--- src/rtl/dma_pkg.sv ---
// Shared types and defaults for the four-channel DMA request scheduler.
// Latency: n/a (declarations only).
// Backpressure: n/a.
package dma_pkg;

    localparam int DMA_NUM_CH = 4;
    localparam int DMA_CNT_W  = 8;

    typedef logic [1:0] ch_idx_t;

    typedef enum logic [1:0] {
        IDLE  = 2'd0,
        GRANT = 2'd1,
        BUSY  = 2'd2,
        ACK   = 2'd3
    } state_t;

    function automatic logic [DMA_NUM_CH-1:0] ch_onehot(input ch_idx_t ch);
        logic [DMA_NUM_CH-1:0] v;
        v = '0;
        v[ch] = 1'b1;
        return v;
    endfunction

endpackage

--- src/rtl/dma_rr_pick.sv ---
// Combinational 4-way channel picker: fixed priority (ch0 first) or round robin from last_grant+1.
// Latency: 0 cycles, purely combinational.
// Backpressure: none; the caller decides when winner is consumed.
// Ports: elig (eligible channels), last_grant, rr_mode in; winner (index), any (some channel eligible) out.
module dma_rr_pick
    import dma_pkg::*;
(
    input  logic [DMA_NUM_CH-1:0] elig,
    input  ch_idx_t               last_grant,
    input  logic                  rr_mode,
    output ch_idx_t               winner,
    output logic                  any
);

    ch_idx_t start;
    ch_idx_t idx;

    always_comb begin
        winner = '0;
        idx    = '0;
        any    = |elig;
        start  = rr_mode ? ch_idx_t'(last_grant + 2'd1) : ch_idx_t'(2'd0);
        // Walk from the farthest offset down so the nearest eligible channel is written last and wins.
        for (int k = DMA_NUM_CH - 1; k >= 0; k--) begin
            idx = ch_idx_t'(start + ch_idx_t'(k));
            if (elig[idx]) begin
                winner = idx;
            end
        end
    end

endmodule

--- src/rtl/dma_ch_arbiter.sv ---
// Four-channel DMA request scheduler: arbitrates peripheral reqs, hands one channel to the AHB engine, acks it.
// Latency: eligible req -> grant_vld next cycle; eng_done -> ack next cycle -> IDLE the cycle after.
// Backpressure: grant_vld holds with a stable grant_ch until eng_ready; no new grant while a transfer is open.
// Ports: req/ack peripheral handshake; ch_en, rr_mode, cfg_* control; grant_*/eng_* engine side;
//        ch_active/ch_done/ch_err status with done_clr W1C; irq = any sticky flag.
module dma_ch_arbiter
    import dma_pkg::*;
#(
    parameter int NUM_CH = DMA_NUM_CH,
    parameter int CNT_W  = DMA_CNT_W
) (
    input  logic              hclk,
    input  logic              hreset_n,
    input  logic [NUM_CH-1:0] req,
    output logic [NUM_CH-1:0] ack,
    input  logic [NUM_CH-1:0] ch_en,
    input  logic              rr_mode,
    input  logic              cfg_wr,
    input  logic [1:0]        cfg_ch,
    input  logic [CNT_W-1:0]  cfg_cnt,
    output logic              grant_vld,
    output logic [1:0]        grant_ch,
    input  logic              eng_ready,
    input  logic              eng_done,
    input  logic              eng_err,
    output logic [NUM_CH-1:0] ch_active,
    output logic [NUM_CH-1:0] ch_done,
    output logic [NUM_CH-1:0] ch_err,
    input  logic [NUM_CH-1:0] done_clr,
    output logic              irq
);

    localparam logic [CNT_W-1:0] CNT_ONE = CNT_W'(1);

    state_t            state;
    ch_idx_t           last_grant;
    logic [NUM_CH-1:0] mask;
    logic [NUM_CH-1:0] elig;
    logic [CNT_W-1:0]  cnt [NUM_CH];
    ch_idx_t           winner;
    logic              any;
    logic              cfg_hits_grant;
    logic              dec_evt;
    logic              err_evt;
    logic              done_evt;

    assign elig = req & ch_en & ch_active & ~mask;
    assign irq  = |(ch_done | ch_err);

    dma_rr_pick u_pick (
        .elig       (elig),
        .last_grant (last_grant),
        .rr_mode    (rr_mode),
        .winner     (winner),
        .any        (any)
    );

    // A same-cycle load on the granted channel overrides both the decrement and the done check.
    assign cfg_hits_grant = cfg_wr && (cfg_ch == grant_ch);
    assign err_evt  = (state == BUSY) && eng_err;
    // A channel cancelled by a zero load has cnt 0 already; skip the decrement so it cannot wrap.
    assign dec_evt  = (state == BUSY) && !eng_err && eng_done && (cnt[grant_ch] != '0) && !cfg_hits_grant;
    assign done_evt = (state == ACK) && ch_active[grant_ch] && (cnt[grant_ch] == '0) && !cfg_hits_grant;

    always_ff @(posedge hclk or negedge hreset_n) begin
        if (!hreset_n) begin
            state      <= IDLE;
            grant_vld  <= 1'b0;
            grant_ch   <= '0;
            ack        <= '0;
            mask       <= '0;
            last_grant <= ch_idx_t'(2'd3);
        end else begin
            ack  <= '0;
            mask <= '0;
            case (state)
                IDLE: begin
                    if (any) begin
                        grant_ch  <= winner;
                        grant_vld <= 1'b1;
                        state     <= GRANT;
                    end
                end
                GRANT: begin
                    if (eng_ready) begin
                        grant_vld <= 1'b0;
                        state     <= BUSY;
                    end
                end
                BUSY: begin
                    if (eng_err) begin
                        state <= IDLE;
                    end else if (eng_done) begin
                        state      <= ACK;
                        ack        <= ch_onehot(grant_ch);
                        mask       <= ch_onehot(grant_ch);
                        last_grant <= grant_ch;
                    end
                end
                ACK: begin
                    // Keep the served channel masked one more cycle while its req falls.
                    state <= IDLE;
                    mask  <= ch_onehot(grant_ch);
                end
                default: state <= IDLE;
            endcase
        end
    end

    always_ff @(posedge hclk or negedge hreset_n) begin
        if (!hreset_n) begin
            ch_active <= '0;
            ch_done   <= '0;
            ch_err    <= '0;
            for (int i = 0; i < NUM_CH; i++) begin
                cnt[i] <= '0;
            end
        end else begin
            for (int i = 0; i < NUM_CH; i++) begin
                if (cfg_wr && (cfg_ch == ch_idx_t'(i))) begin
                    cnt[i]       <= cfg_cnt;
                    ch_active[i] <= (cfg_cnt != '0);
                end else if (dec_evt && (grant_ch == ch_idx_t'(i))) begin
                    cnt[i] <= cnt[i] - CNT_ONE;
                end
                if ((err_evt || done_evt) && (grant_ch == ch_idx_t'(i))) begin
                    ch_active[i] <= 1'b0;
                end
                ch_done[i] <= (ch_done[i] & ~done_clr[i]) | (done_evt && (grant_ch == ch_idx_t'(i)));
                ch_err[i]  <= (ch_err[i] & ~done_clr[i]) | (err_evt && (grant_ch == ch_idx_t'(i)));
            end
        end
    end

endmodule

--- config.mk ---
export PLATFORM = sky130hd
export DESIGN_NAME = dma_ch_arbiter
export DESIGN_NICKNAME = d
export VERILOG_FILES = /design/src/rtl/dma_pkg.sv /design/src/rtl/dma_rr_pick.sv /design/src/rtl/dma_ch_arbiter.sv
export SDC_FILE = /design/constraint.sdc
export NUM_CORES = 1
export LEC_CHECK = 0
export BUFFER_PORTS_ARGS = -buffer_cell sky130_fd_sc_hd__buf_2
export CORE_MARGIN = 2
export CORE_UTILIZATION = 45
export DETAILED_ROUTE_END_ITERATION = 10
export PLACE_DENSITY = 0.66
export SETUP_SLACK_MARGIN = 0.3
export SLEW_MARGIN = 10
export SYNTH_ARGS = -nofsm -noshare
export SYNTH_HDL_FRONTEND = slang
export SYNTH_SLANG_ARGS = --single-unit
--- constraint.sdc ---
create_clock -name hclk -period 3.55 [get_ports hclk]
set_clock_uncertainty 0.2 [all_clocks]
set_input_delay 0 -clock hclk [delete_from_list [all_inputs] [get_ports hclk]]
set_output_delay 0 -clock hclk [all_outputs]
set_load 0.05 [all_outputs]
Yosys cells after proc, flatten, opt, wreduce, memory -nomap -nowiden
Cells that the tools add are included.
- register bits after elaboration: 59
- bits of input ports: 29
- output and inout port bits: 20
- logic and storage cells: 173
- $add $sub $neg: 8
- $lt $le $gt $ge: 7
- equality and inequality tests: 13
- mux-type cells: 48
- bitwise operators: 27
- reductions and logical operators: 54
- operators with widths (kind ; number):
    $mux W8 ; 10
    $sub A8 B1 Y8 const B ; 4
    $logic_and A1 B1 Y1 ; 30
    $mux W2 ; 9
    $reduce_bool A2 Y1 ; 9
    $bmux W8 S2 ; 1
    $mux W1 ; 16
    $reduce_bool A8 Y1 ; 2
    $lt A2 B3 Y1 const B ; 5
    $and A4 B4 Y4 ; 3
    $eq A2 B2 Y1 const B ; 6
    $mux W4 ; 3
    $bmux W1 S2 ; 5
    $reduce_and A3 Y1 ; 3
    $and A1 B1 Y1 ; 8
    $logic_not A8 Y1 ; 1
    $or A1 B1 Y1 ; 8
    $pmux W2 S4 ; 1
    $pmux W4 S2 ; 1
    $reduce_or A4 Y1 ; 2
    $eq A2 B1 Y1 const B ; 3
    $logic_not A2 Y1 ; 3
    $not A1 Y1 ; 5
    $add A2 B1 Y2 const B ; 2
    14 further kinds ; 17

Depth between registers and ports, before layout
Gate-level depths: netlist of the first run.
- depth in word-level cells: 10
- depth in mapped cells: 8
- gate-level depth less buffers: 7

Hierarchy
A second synthesis of the first run with hierarchy kept.
- cells, all modules: 364
- area total of the unflattened synthesis: 3293.2 um^2
- by module, submodules not included (module ; instances ; cells an instance ; area each (um^2) ; seq. area each (um^2)):
    dma_ch_arbiter ; 1 ; 342 ; 3159.3 ; 1478.9
    dma_rr_pick ; 1 ; 22 ; 133.9 ; 0.0

Worst setup path after synthesis of the first run
OpenSTA, ideal clock, no wires.
- kind: register -> register
- start point: reg grant_ch[1]
- end point: reg cnt[29] (netlist bit)
- setup time: 0.129 ns
- arrival: 2.325 ns
- data required time: 3.221 ns
- setup slack: 0.896 ns
- stages on the path, launching flop included: 8
- path buffers: 1
- clock period less this slack: 2.654 ns
- cell sequence: dfrtp_1 > buf_4 > xnor2_1 > a31o_4 > or4_4 > or4_1 > xor2_1 > o21ai_2
- cells in the longest elaborated chain, start to end: 9
- elaborated cells between the ends (all ways): 13
- those cells by class: 1 x eq/ne; 3 x mux; 1 x bitwise; 8 x reduce/logical
- ends and longest elaborated chain (item ; RTL line ; source):
    from (decl) ; dma_ch_arbiter.sv:22 ; output logic [1:0] grant_ch,
    from (signal assigned) ; dma_ch_arbiter.sv:79 ; grant_ch <= winner;
    $not A2 Y3 (not written as such) ; dma_ch_arbiter.sv:62 ; assign dec_evt = (state == BUSY) && !eng_err && eng_done && (cnt[grant_ch] != '0) && !cfg_hits_grant;
    $bmux W8 S2 ; dma_ch_arbiter.sv:62 ;
    $mux W8 (not written as such) (2 in a row) ; dma_ch_arbiter.sv:62 ;
    $reduce_bool A8 Y1 ; dma_ch_arbiter.sv:62 ;
    $logic_and A1 B1 Y1 (2 in a row) ; dma_ch_arbiter.sv:62 ;
    $logic_and A1 B1 Y1 (*) ; dma_ch_arbiter.sv:123 ; end else if (dec_evt && (grant_ch == ch_idx_t'(i))) begin
    $reduce_bool A2 Y1 (no source line) (*) ; n/a ;
    to (signal, indexed assignment) ; dma_ch_arbiter.sv:121 ; cnt[i] <= cfg_cnt;
    to (signal, indexed assignment) ; dma_ch_arbiter.sv:124 ; cnt[i] <= cnt[i] - CNT_ONE;
    to (decl) ; dma_ch_arbiter.sv:39 ; logic [CNT_W-1:0] cnt [NUM_CH];
Mark *: on every way between the ends. The rest lies on a longest branch, timed or not. The select of a mux whose other input is x is not followed.
A chain may end at the register's enable or synchronous reset.

Worst setup path after layout of the first run
- start point: reg state[0]
- end point: reg cnt[29] (netlist bit)
- cells in the longest elaborated chain, start to end: 7
- ends and longest elaborated chain (item ; RTL line ; source):
    from (decl) ; dma_ch_arbiter.sv:35 ; state_t state;
    from (signal assigned) ; dma_ch_arbiter.sv:67 ; state <= IDLE;
    from (signal assigned) ; dma_ch_arbiter.sv:81 ; state <= GRANT;
    from (signal assigned) ; dma_ch_arbiter.sv:87 ; state <= BUSY;
    $eq A2 B2 Y1 ; dma_ch_arbiter.sv:62 ;
    $logic_and A1 B1 Y1 (4 in a row) ; dma_ch_arbiter.sv:62 ;
    $logic_and A1 B1 Y1 ; dma_ch_arbiter.sv:123 ;
    $reduce_bool A2 Y1 (no source line) ; n/a ;
No other way between the ends.

==> results of run 1 <==
cells in the final DEF, fill, tap and decap left out, types with 5 or more instances in the layout:
cell type,n
clkbuf_8,12
dlygate4sd3_1,25
mux2_2,5
a21oi_1,21
nor3_1,11
xnor2_1,18
inv_1,21
nor2_1,39
o21ai_0,18
xor2_1,7
nand3_1,7
o21ai_1,5
or4_1,7
dfrtp_1,57
nor4_1,8
buf_2,48
o22ai_1,10
a31oi_1,5
nand2_1,28
kinds of logic after synthesis:
group	Yosys count	share of synthesized area
muxes	9	0.03410
and+or+nand+nor	135	0.2195
buffers and inverters	33	0.04273
xor gates and xnor gates	25	0.06860
AOI/OAI and AO/OA	80	0.1560
DFF	59	0.4633
adders and majority gates	4	0.01568
state kept, by name (all words and copies together), names as in the netlist:
name        cells
cnt            32
state           2
mask            4
ch_err          4
last_grant      2
ch_active       4
grant_ch        2
ack             4
grant_vld       1
ch_done         4
timing repair:
item	CTS	global route
resized for setup	0	0
hold buffers	25	0
endpoints found under the hold margin	79	0
endpoints found under the setup margin	0	0
layer usage:
metal	vias up	track usage	part of all wire
met4	0	0.04132	0.0068
met2	68	0.3582	0.47
li1	1386	-	-
met3	6	0.05970	0.054
met5	-	0	0
met1	1371	0.3066	0.47
worst paths after layout:
path | start | endpoint | cells after the start
max | state[0]$_DFFE_PN0P_ | cnt[29]$_DFFE_PN0P_ | 6
min | hreset_n | mask[1]$_DFF_PN0_ | 2
max reg2reg | state[0]$_DFFE_PN0P_ | cnt[29]$_DFFE_PN0P_ | 6
min reg2reg | last_grant[1]$_DFFE_PN1P_ | last_grant[1]$_DFFE_PN1P_ | 2
max in group asynchronous | hreset_n | last_grant[1]$_DFFE_PN1P_ | 3
min in group hclk | ch_en[1] | grant_vld$_DFFE_PN0P_ | 5
power groups by stage:
stage	clock [mW]	sequential [mW]	combinational, mW
3_3_place_gp	0	1.01	0.789
6_report	0.587	1.01	0.818
5_1_grt	0.623	1.04	0.911
2_1_floorplan	0	1.07	0.534
3_5_place_dp	0	1.02	0.797
4_1_cts	0.595	1.01	0.824
area by class of cell:
cell class,instances,area [um2],share of cell area
clock inverters,3,21.27,0.005378
inverters,21,78.83,0.01993
multi-input cells,253,1582,0.3999
clock buffers,13,168.9,0.04271
repair buffers,75,505.5,0.1278
well taps,96,120.1,0.03037
flip-flops and latches,59,1479,0.3739
worst register-to-register path, cell delays in order (launching register included):
cell and delay (ps):
dfrtp_1 460, nand4bb_1 420, a31o_4 350, or4_4 440
or4_1 430, xor2_1 180, o21ai_2 60
==> results.toml, run 1 <==
[pwr]
p_sw_uw = 962.2
power.internal_mw = 1.451
p_leak_nw = 1.672
powerDensity_nw_per_um2 = 610.1
pwr-share-clk = 0.243
p_comb_frac = 0.339
power_mw = 2.413
vdd_drop_max_mv = 0.2639
switching_share = 0.3987
pwr-share-seq = 0.418

[worst_setup_path]
cp_top_family = "simple AND/OR/NAND/NOR gates"
cp_slowest_cell = "dfrtp_1"
crit_type = "reg2reg"
rrSetupSlack_ps = 890
timing.critical_path.to_type = "register"
critPathLaunchType = "register"
path_cells = "nand4bb_1 > a31o_4 > or4_4 > or4_1 > xor2_1 > o21ai_2"
crit_required_ps = 3570
crit_fanout = 10
cp.arrival_ps = 2680
crit_buf_inv = 0
slowest_delay_ps = 460

[layout]
layout.cells.non_filler = 520
antenna_cells = 0
drive_gt1_frac = 0.1887
fin_area_um2 = 3955
fillCellCount = 656
final_util = 0.5789
fin_nets = 452
syn2layout_area_growth_pct = 23.91

[timing]
rsz0062_at_grt = "no"
period_needed_ps = 2664
slew_headroom = 0.5725
tns_ps = 0
finalHoldViolCount = 0
setup_violations = 0
max_freq_ghz = 0.3754
worst_slack_ps = 886.3
slew_violations = 0
fin_crit_sh = 0.7503
fin_hold_ws_ps = 11.85
worst-slew-pin-transition_ps = 639.5

[grt]
grtUsageTotal = 0.2223
grt_pass1_wl_mm = 13.18
grt_max_degree = 33
first_global_vias = 2721
grt-ovfl-total = 0
antenna_found_initial = 0

[drt]
drtIter0Drc = 174
drt_wl_total_mm = 8.040
vias = 2831
via_per_inst = 5.444
first_pass_iters = 4
ant_nets = 0
wl_per_cell_um = 15.46
drc = 0

[yosys]
synth_cell_types = 51
syn_nets = 378
syn_avg_cell_area_um2 = 9.252
yosysTopAreaCell = "dfrtp_1"
ys_seq_area_frac = 0.4633
synth_edf_count = 0
ys_seq_elements = 59
synthesis.area_um2 = 3192
yosys_warnings = 0
synth_cells = 345
synth.area.top_cells = "dfrtp_1 (45%), xnor2_1 (4.9%), nor2_1 (4.6%)"
ys_top_cells_by_count = "dfrtp_1 (57), nor2_1 (39), nand2_1 (28), a21oi_1 (21), inv_1 (21)"
synth_async_sr_flop_share = 1.000
netlist.area_leader.share = 0.4469
post-synth-top-count-cell = "dfrtp_1"
ys.flop_type = "dfrtp_1"

[clock_tree]
post-cts-setup-buffer-count = 0
clock_path_buffers = 2
clock-sinks = 59
cts_buffers = 9
htreeDepth = 3
cts_tree = "yes"
clock-root-buffer = "clkbuf_8"
clk_pin_slew_ps = 70
clk_latency_ps = 340

[floorplan]
die_w_um = 88.22
start_util = 0.4672
rows = 30
ios = 49
fp.coreArea_um2 = 6832
dieArea_um2 = 7783
die_h_um = 88.22

[placed_design]
placed_area_um2 = 3515
dpl.hpwl_mm = 5.741
place_ws_ps = 852.2
port-buffer-count = 48
dpl.cell_count = 479
routabilityCongestion = 0.8531

[run]
maxCapViolCount = 0

[outcome]
status = "finished, final reports clean"

[hold_path]
min_path_type = "in2async"
No activity file was read; power rests on OpenSTA's default activity.
==> run 2, diff against run 1 <==
Settings changed: PLACE_DENSITY 0.66 to 0.68.
Clock period 3.55 ns to 2.4 ns, I/O delays scaled along.
==> run 2 against run 1 <==
Worst setup slack worse by 800 ps. Cell area up 8.6%. Largest cell class unchanged. Non-clock buffer count increased by 19. Die area is the same. Total power increased by 73%. Worst hold slack better by 31 ps. Register-to-register slack worse by 800 ps. Critical endpoint unchanged. Count of clock-buffer cells in the layout shrank 3. First-iteration DRC count down 6.3%. Sequential power grew 44%. Flip-flop and latch count unchanged.
==> results.toml, run 2 (synthesis gave the netlist of run 1 again) <==
[worst_setup_path]
crit_top_cell = "or4_4"
path_cells = "or2_4 > a21o_1 > or4_4 > or4_4 > xor2_2 > o21ai_2"
cp_top_family = "simple AND/OR/NAND/NOR gates"
r2r_end = "cnt[29]$_DFFE_PN0P_"
timing.critical_path.to_type = "register"
slowest_delay_ps = 490
path_depth = 6
critPathLaunchType = "register"
cp.arrival_ps = 2390
crit_fanout = 4
crit_buf_inv = 0
rrSetupSlack_ps = 90
ff2ff_path_depth = 6
r2r_start = "grant_ch[1]$_DFFE_PN0P_"
crit_type = "reg2reg"
cp_slowest_cell = "or4_4"
crit_required_ps = 2470

[timing]
setup_violations = 0
fin_hold_ws_ps = 42.69
worst-slew-pin-transition_ps = 898.7
period_needed_ps = 2314
tns_ps = 0
finalHoldViolCount = 0
slew_violations = 0
rsz0062_at_grt = "yes"
slew_headroom = 0.3989
fin_crit_sh = 0.9640
max_freq_ghz = 0.4322

[run]
maxCapViolCount = 0

[pwr]
p_leak_nw = 1.820
pwr-share-clk = 0.276
powerDensity_nw_per_um2 = 970.6
power.internal_mw = 2.596
p_sw_mw = 1.574
pwr-share-seq = 0.348
p_comb_frac = 0.376
switching_share = 0.3775
power_mw = 4.170
vdd_drop_max_mv = 0.5146

[layout]
syn2layout_area_growth_pct = 34.61
largest-register = "cnt"
drive_gt1_frac = 0.2822
layout_common_cells = "dfrtp_1 (53), buf_2 (48), nor2_1 (38), nand2_1 (28), dlygate4sd3_1 (23)"
fin_nets = 471
antenna_cells = 0
largest_reg_flops = 32
mostFrequentLayoutCell = "dfrtp_1"
layout.cells.non_filler = 539
fin_area_um2 = 4297

[floorplan]
rows = 30
die_w_um = 88.22
die_h_um = 88.22
dieArea_um2 = 7783
ios = 49
start_util = 0.4672
fp.coreArea_um2 = 6832

[clock_tree]
clock-sinks = 59
htreeDepth = 3
cts_buffers = 9
cts_tree = "yes"
clk_latency_ps = 350
clock_path_buffers = 2
clk_pin_slew_ps = 80
clock-root-buffer = "clkbuf_8"

[hold_path]
min_path_type = "in2async"

[grt]
antenna_found_initial = 0
first_global_vias = 2862
grtUsageTotal = 0.2348
grt-ovfl-total = 0
grt_max_degree = 21
grt_pass1_wl_mm = 13.85

[placed_design]
routabilityCongestion = 0.8914
placed_area_um2 = 3685
dpl.cell_count = 495
port-buffer-count = 48
dpl.hpwl_mm = 6.066

[outcome]
status = "finished, final reports clean"

[drt]
drtIter0Drc = 163
via_per_inst = 5.432
vias = 2928
drc = 0
ant_nets = 0
wl_per_cell_um = 16.16
drt_wl_total_mm = 8.710
first_pass_iters = 4
## run 2: cell count changes in the layout (fill, tap and decap cells not counted), moves of 3 or more
cell and delta:
buf_4 +20, dfrtp_1 -4, dfrtp_2 +4, bufinv_16 +3, nor4_1 -3, nor4_2 +3
## run 2: worst register-to-register path: cells and delay by family, from the launching register on
family | cells | cell delay (ps)
AOI/OAI and AO/OA | 2 | 260
and+or+nand+nor | 3 | 1180
xor gates and xnor gates | 1 | 160
DFF | 1 | 460
## run 2: stage by stage
step                  util  setup WS, ps
floorplan                -        -91.29
global placement    0.5394         78.11
CTS                 0.6163         86.58
detailed placement  0.5394         58.37
finish              0.6289         86.41
global route        0.6289         26.00
## run 2: timing repair
| item | 4_1_cts | 5_1_grt |
|---|---|---|
| pin swaps | 0 | 4 |
| hold buffers | 23 | 0 |
| gates resized for setup | 7 | 11 |
| setup endpoints to repair | 21 | 28 |
| endpoints found under the hold margin | 108 | 0 |
| buffers inserted | 1 | 4 |
## run 2: worst max-delay path by stage
stage	startpoint	end	slack, ps
6_report	grant_ch[1]$_DFFE_PN0P_	cnt[29]$_DFFE_PN0P_	90
4_1_cts	grant_ch[1]$_DFFE_PN0P_	cnt[29]$_DFFE_PN0P_	90
3_3_place_gp	grant_ch[1]$_DFFE_PN0P_	cnt[29]$_DFFE_PN0P_	80
5_1_grt	grant_ch[1]$_DFFE_PN0P_	cnt[29]$_DFFE_PN0P_	30
2_1_floorplan	grant_ch[1]$_DFFE_PN0P_	cnt[29]$_DFFE_PN0P_	-90
3_5_place_dp	grant_ch[1]$_DFFE_PN0P_	cnt[29]$_DFFE_PN0P_	60
## run 2: final cells by class
cell class / count / area (um2)
fill: 565 / 2535
timing repair buffer: 94 / 646.9
multi-input combinational: 253 / 1718
tap: 96 / 120.1
clock buffer: 10 / 137.6
sequential: 59 / 1484
inverter: 21 / 78.83
clock inverter: 6 / 111.4
## run 2: power groups by stage
stage | Sequential (mW) | Combinational [mW] | Clock (mW)
2_1_floorplan | 1.60 | 0.846 | 0
3_5_place_dp | 1.45 | 1.44 | 0
5_1_grt | 1.48 | 1.71 | 1.22
3_3_place_gp | 1.45 | 1.41 | 0
6_report | 1.45 | 1.57 | 1.15
4_1_cts | 1.44 | 1.51 | 1.16
## run 2: metal layers
metal / global-route usage / routed length (um) / vias up
met5: 0 / 0 / -
met4: 0.05785 / 127 / 0
met3: 0.06157 / 421 / 11
met2: 0.3951 / 4214 / 74
li1: - / - / 1421
met1: 0.3043 / 3947 / 1422
==> run 3, diff against run 2 <==
==> constraint.sdc (replaced) <==
create_clock -name hclk -period 2.4 [get_ports hclk]
set_clock_uncertainty 0.2 [all_clocks]
set_input_delay 0.48 -clock hclk [delete_from_list [all_inputs] [get_ports hclk]]
set_output_delay 0.48 -clock hclk [all_outputs]
set_load 0.05 [all_outputs]
==> run 3 against run 2 <==
First-iteration DRC count fell by 0.61%. Die area stayed put. Sequential power about the same. Routed wire length up 2.8%. Count of clock-buffer cells in the layout down 1. Global-route usage shrank 0.91 points. Largest power group unchanged.
==> results.toml, run 3 (synthesis gave the netlist of run 1 again) <==
[worst_setup_path]
timing.critical_path.to_type = "register"
crit_required_ps = 2440
crit_fanout = 4
critPathLaunchType = "register"
cp.arrival_ps = 2320
crit_type = "reg2reg"

[pwr]
powerDensity_nw_per_um2 = 954.4
pwr-share-clk = 0.223
pwr-share-seq = 0.350
p_comb_frac = 0.427
switching_share = 0.4094
vdd_drop_max_mv = 0.3772
power.internal_mw = 2.457
p_leak_nw = 1.839
p_sw_mw = 1.703

[layout]
fin_nets = 466
antenna_cells = 0
syn2layout_area_growth_pct = 36.57
fillCellCount = 577
mostFrequentLayoutCell = "dfrtp_1"
largest_reg_flops = 32
drive_gt1_frac = 0.3767
layout_common_cells = "dfrtp_1 (53), buf_2 (48), nor2_1 (33), buf_4 (32), nand2_1 (26)"
final_util = 0.6381
layout.cells.non_filler = 534
largest-register = "cnt"

[clock_tree]
cts_tree = "yes"
clock_path_buffers = 2
cts_buffers = 9
clock-sinks = 59
clk_latency_ps = 350
hold_buffers = 0
clk_pin_slew_ps = 80
htreeDepth = 3
clock-root-buffer = "clkbuf_8"

[floorplan]
rows = 30
die_w_um = 88.22
fp.coreArea_um2 = 6832
start_util = 0.4672
ios = 49
die_h_um = 88.22
dieArea_um2 = 7783

[drt]
drc = 0
ant_nets = 0
drtIter0Drc = 162
first_pass_iters = 4
vias = 2974
via_per_inst = 5.569
wl_per_cell_um = 16.77
drt_wl_total_mm = 8.957

[timing]
worst_slack_ps = 123.8
fin_crit_sh = 0.9484
rsz0062_at_grt = "yes"
max_freq_ghz = 0.4393
slew_violations = 0
setup_violations = 0
finalHoldViolCount = 0
worst-slew-pin-transition_ps = 841.3
slew_headroom = 0.4391
period_needed_ps = 2276

[grt]
met3_usage = 0.05410
grt.busiest_layer = "met2"
met1_usage = 0.2953
grt-ovfl-total = 0
antenna_found_initial = 0
first_global_vias = 2802
gr-usage-met2 = 0.3630
grt_pass1_wl_mm = 13.39
grtUsageTotal = 0.2257
grt_max_degree = 37

[outcome]
status = "finished, final reports clean"

[placed_design]
dpl.hpwl_mm = 6.006
place_ws_ps = -38.93
routabilityCongestion = 0.8771
dpl.cell_count = 505
port-buffer-count = 48

[run]
maxCapViolCount = 0

[hold_path]
min_path_type = "in2async"
==> run 3: cell types whose count changed in the layout (fill, tap and decap cells not counted), sizes merged <==
cell / previous run / this run
clkinv: 1 / 2
bufinv: 3 / 1
clkinvlp: 1 / 2
buf: 71 / 89
dlygate4sd3: 23 / 0
inv: 22 / 23
clkbuf: 10 / 9
==> run 3: area by class of cell <==
type	instances	area [um2]	share of cell area
Timing Repair Buffer	89	594.3	0.1363
Inverter	21	78.83	0.01808
Sequential cell	59	1484	0.3404
Tap cell	96	120.1	0.02755
Multi-Input combinational cell	253	1882	0.4317
Clock buffer	9	123.9	0.02842
Clock inverter	7	76.32	0.01751
==> run 3: power groups by stage <==
stage          Sequential, mW  Clock, mW  Combinational (mW)
2_1_floorplan            1.60          0               0.846
3_3_place_gp             1.45          0                1.41
3_5_place_dp             1.45          0                1.43
4_1_cts                  1.44      0.946                1.54
5_1_grt                  1.49      0.985                1.90
6_report                 1.46      0.927                1.78
==> run 3: worst max-delay path: stages, from the launching register on <==
cell,delay (ps)
dfrtp_2,450
xnor2_2,160
a31o_4,240
or4_4,480
or4_4,420
xor2_1,170
o21ai_2,60
==> run 3: layer usage <==
metal  up-vias  wire length, um  share of wire
met3        26              485          0.054
met5         -                0              0
met1      1427             3919           0.44
met2       108             4255           0.48
met4         0              297          0.033
li1       1413                -              -
==> run 3: metrics by stage <==
stage	hold WS, ps	TNS [ps]	cell area (um2)	power [mW]
final	26.90	0	4359	4.160
after global routing	85.39	0	4359	4.368
after CTS	49.58	0	4073	3.923
after detailed placement	320.6	-38.93	3772	2.881
after global placement	308.0	-11.72	3772	2.859
after floorplan	-15.59	-91.29	3257	2.445
==> run 3: worst paths after layout <==
kind,cells past startpoint,startpoint,end,slack (ps)
hold / removal,1,hreset_n,grant_vld$_DFFE_PN0P_,30
setup reg to reg,6,grant_ch[0]$_DFFE_PN0P_,cnt[29]$_DFFE_PN0P_,120
min in group hclk,2,done_clr[2],ch_err[2]$_DFF_PN0_,130
hold reg to reg,2,cnt[7]$_DFFE_PN0P_,cnt[7]$_DFFE_PN0P_,330
setup / recovery,6,grant_ch[0]$_DFFE_PN0P_,cnt[29]$_DFFE_PN0P_,120
max in group asynchronous,2,hreset_n,cnt[17]$_DFFE_PN0P_,1330
==> run 3: repair_timing <==
item	4_1_cts	5_1_grt
buffers inserted	3	10
pin swaps	9	29
setup endpoints to repair	22	26
resized for setup	15	46
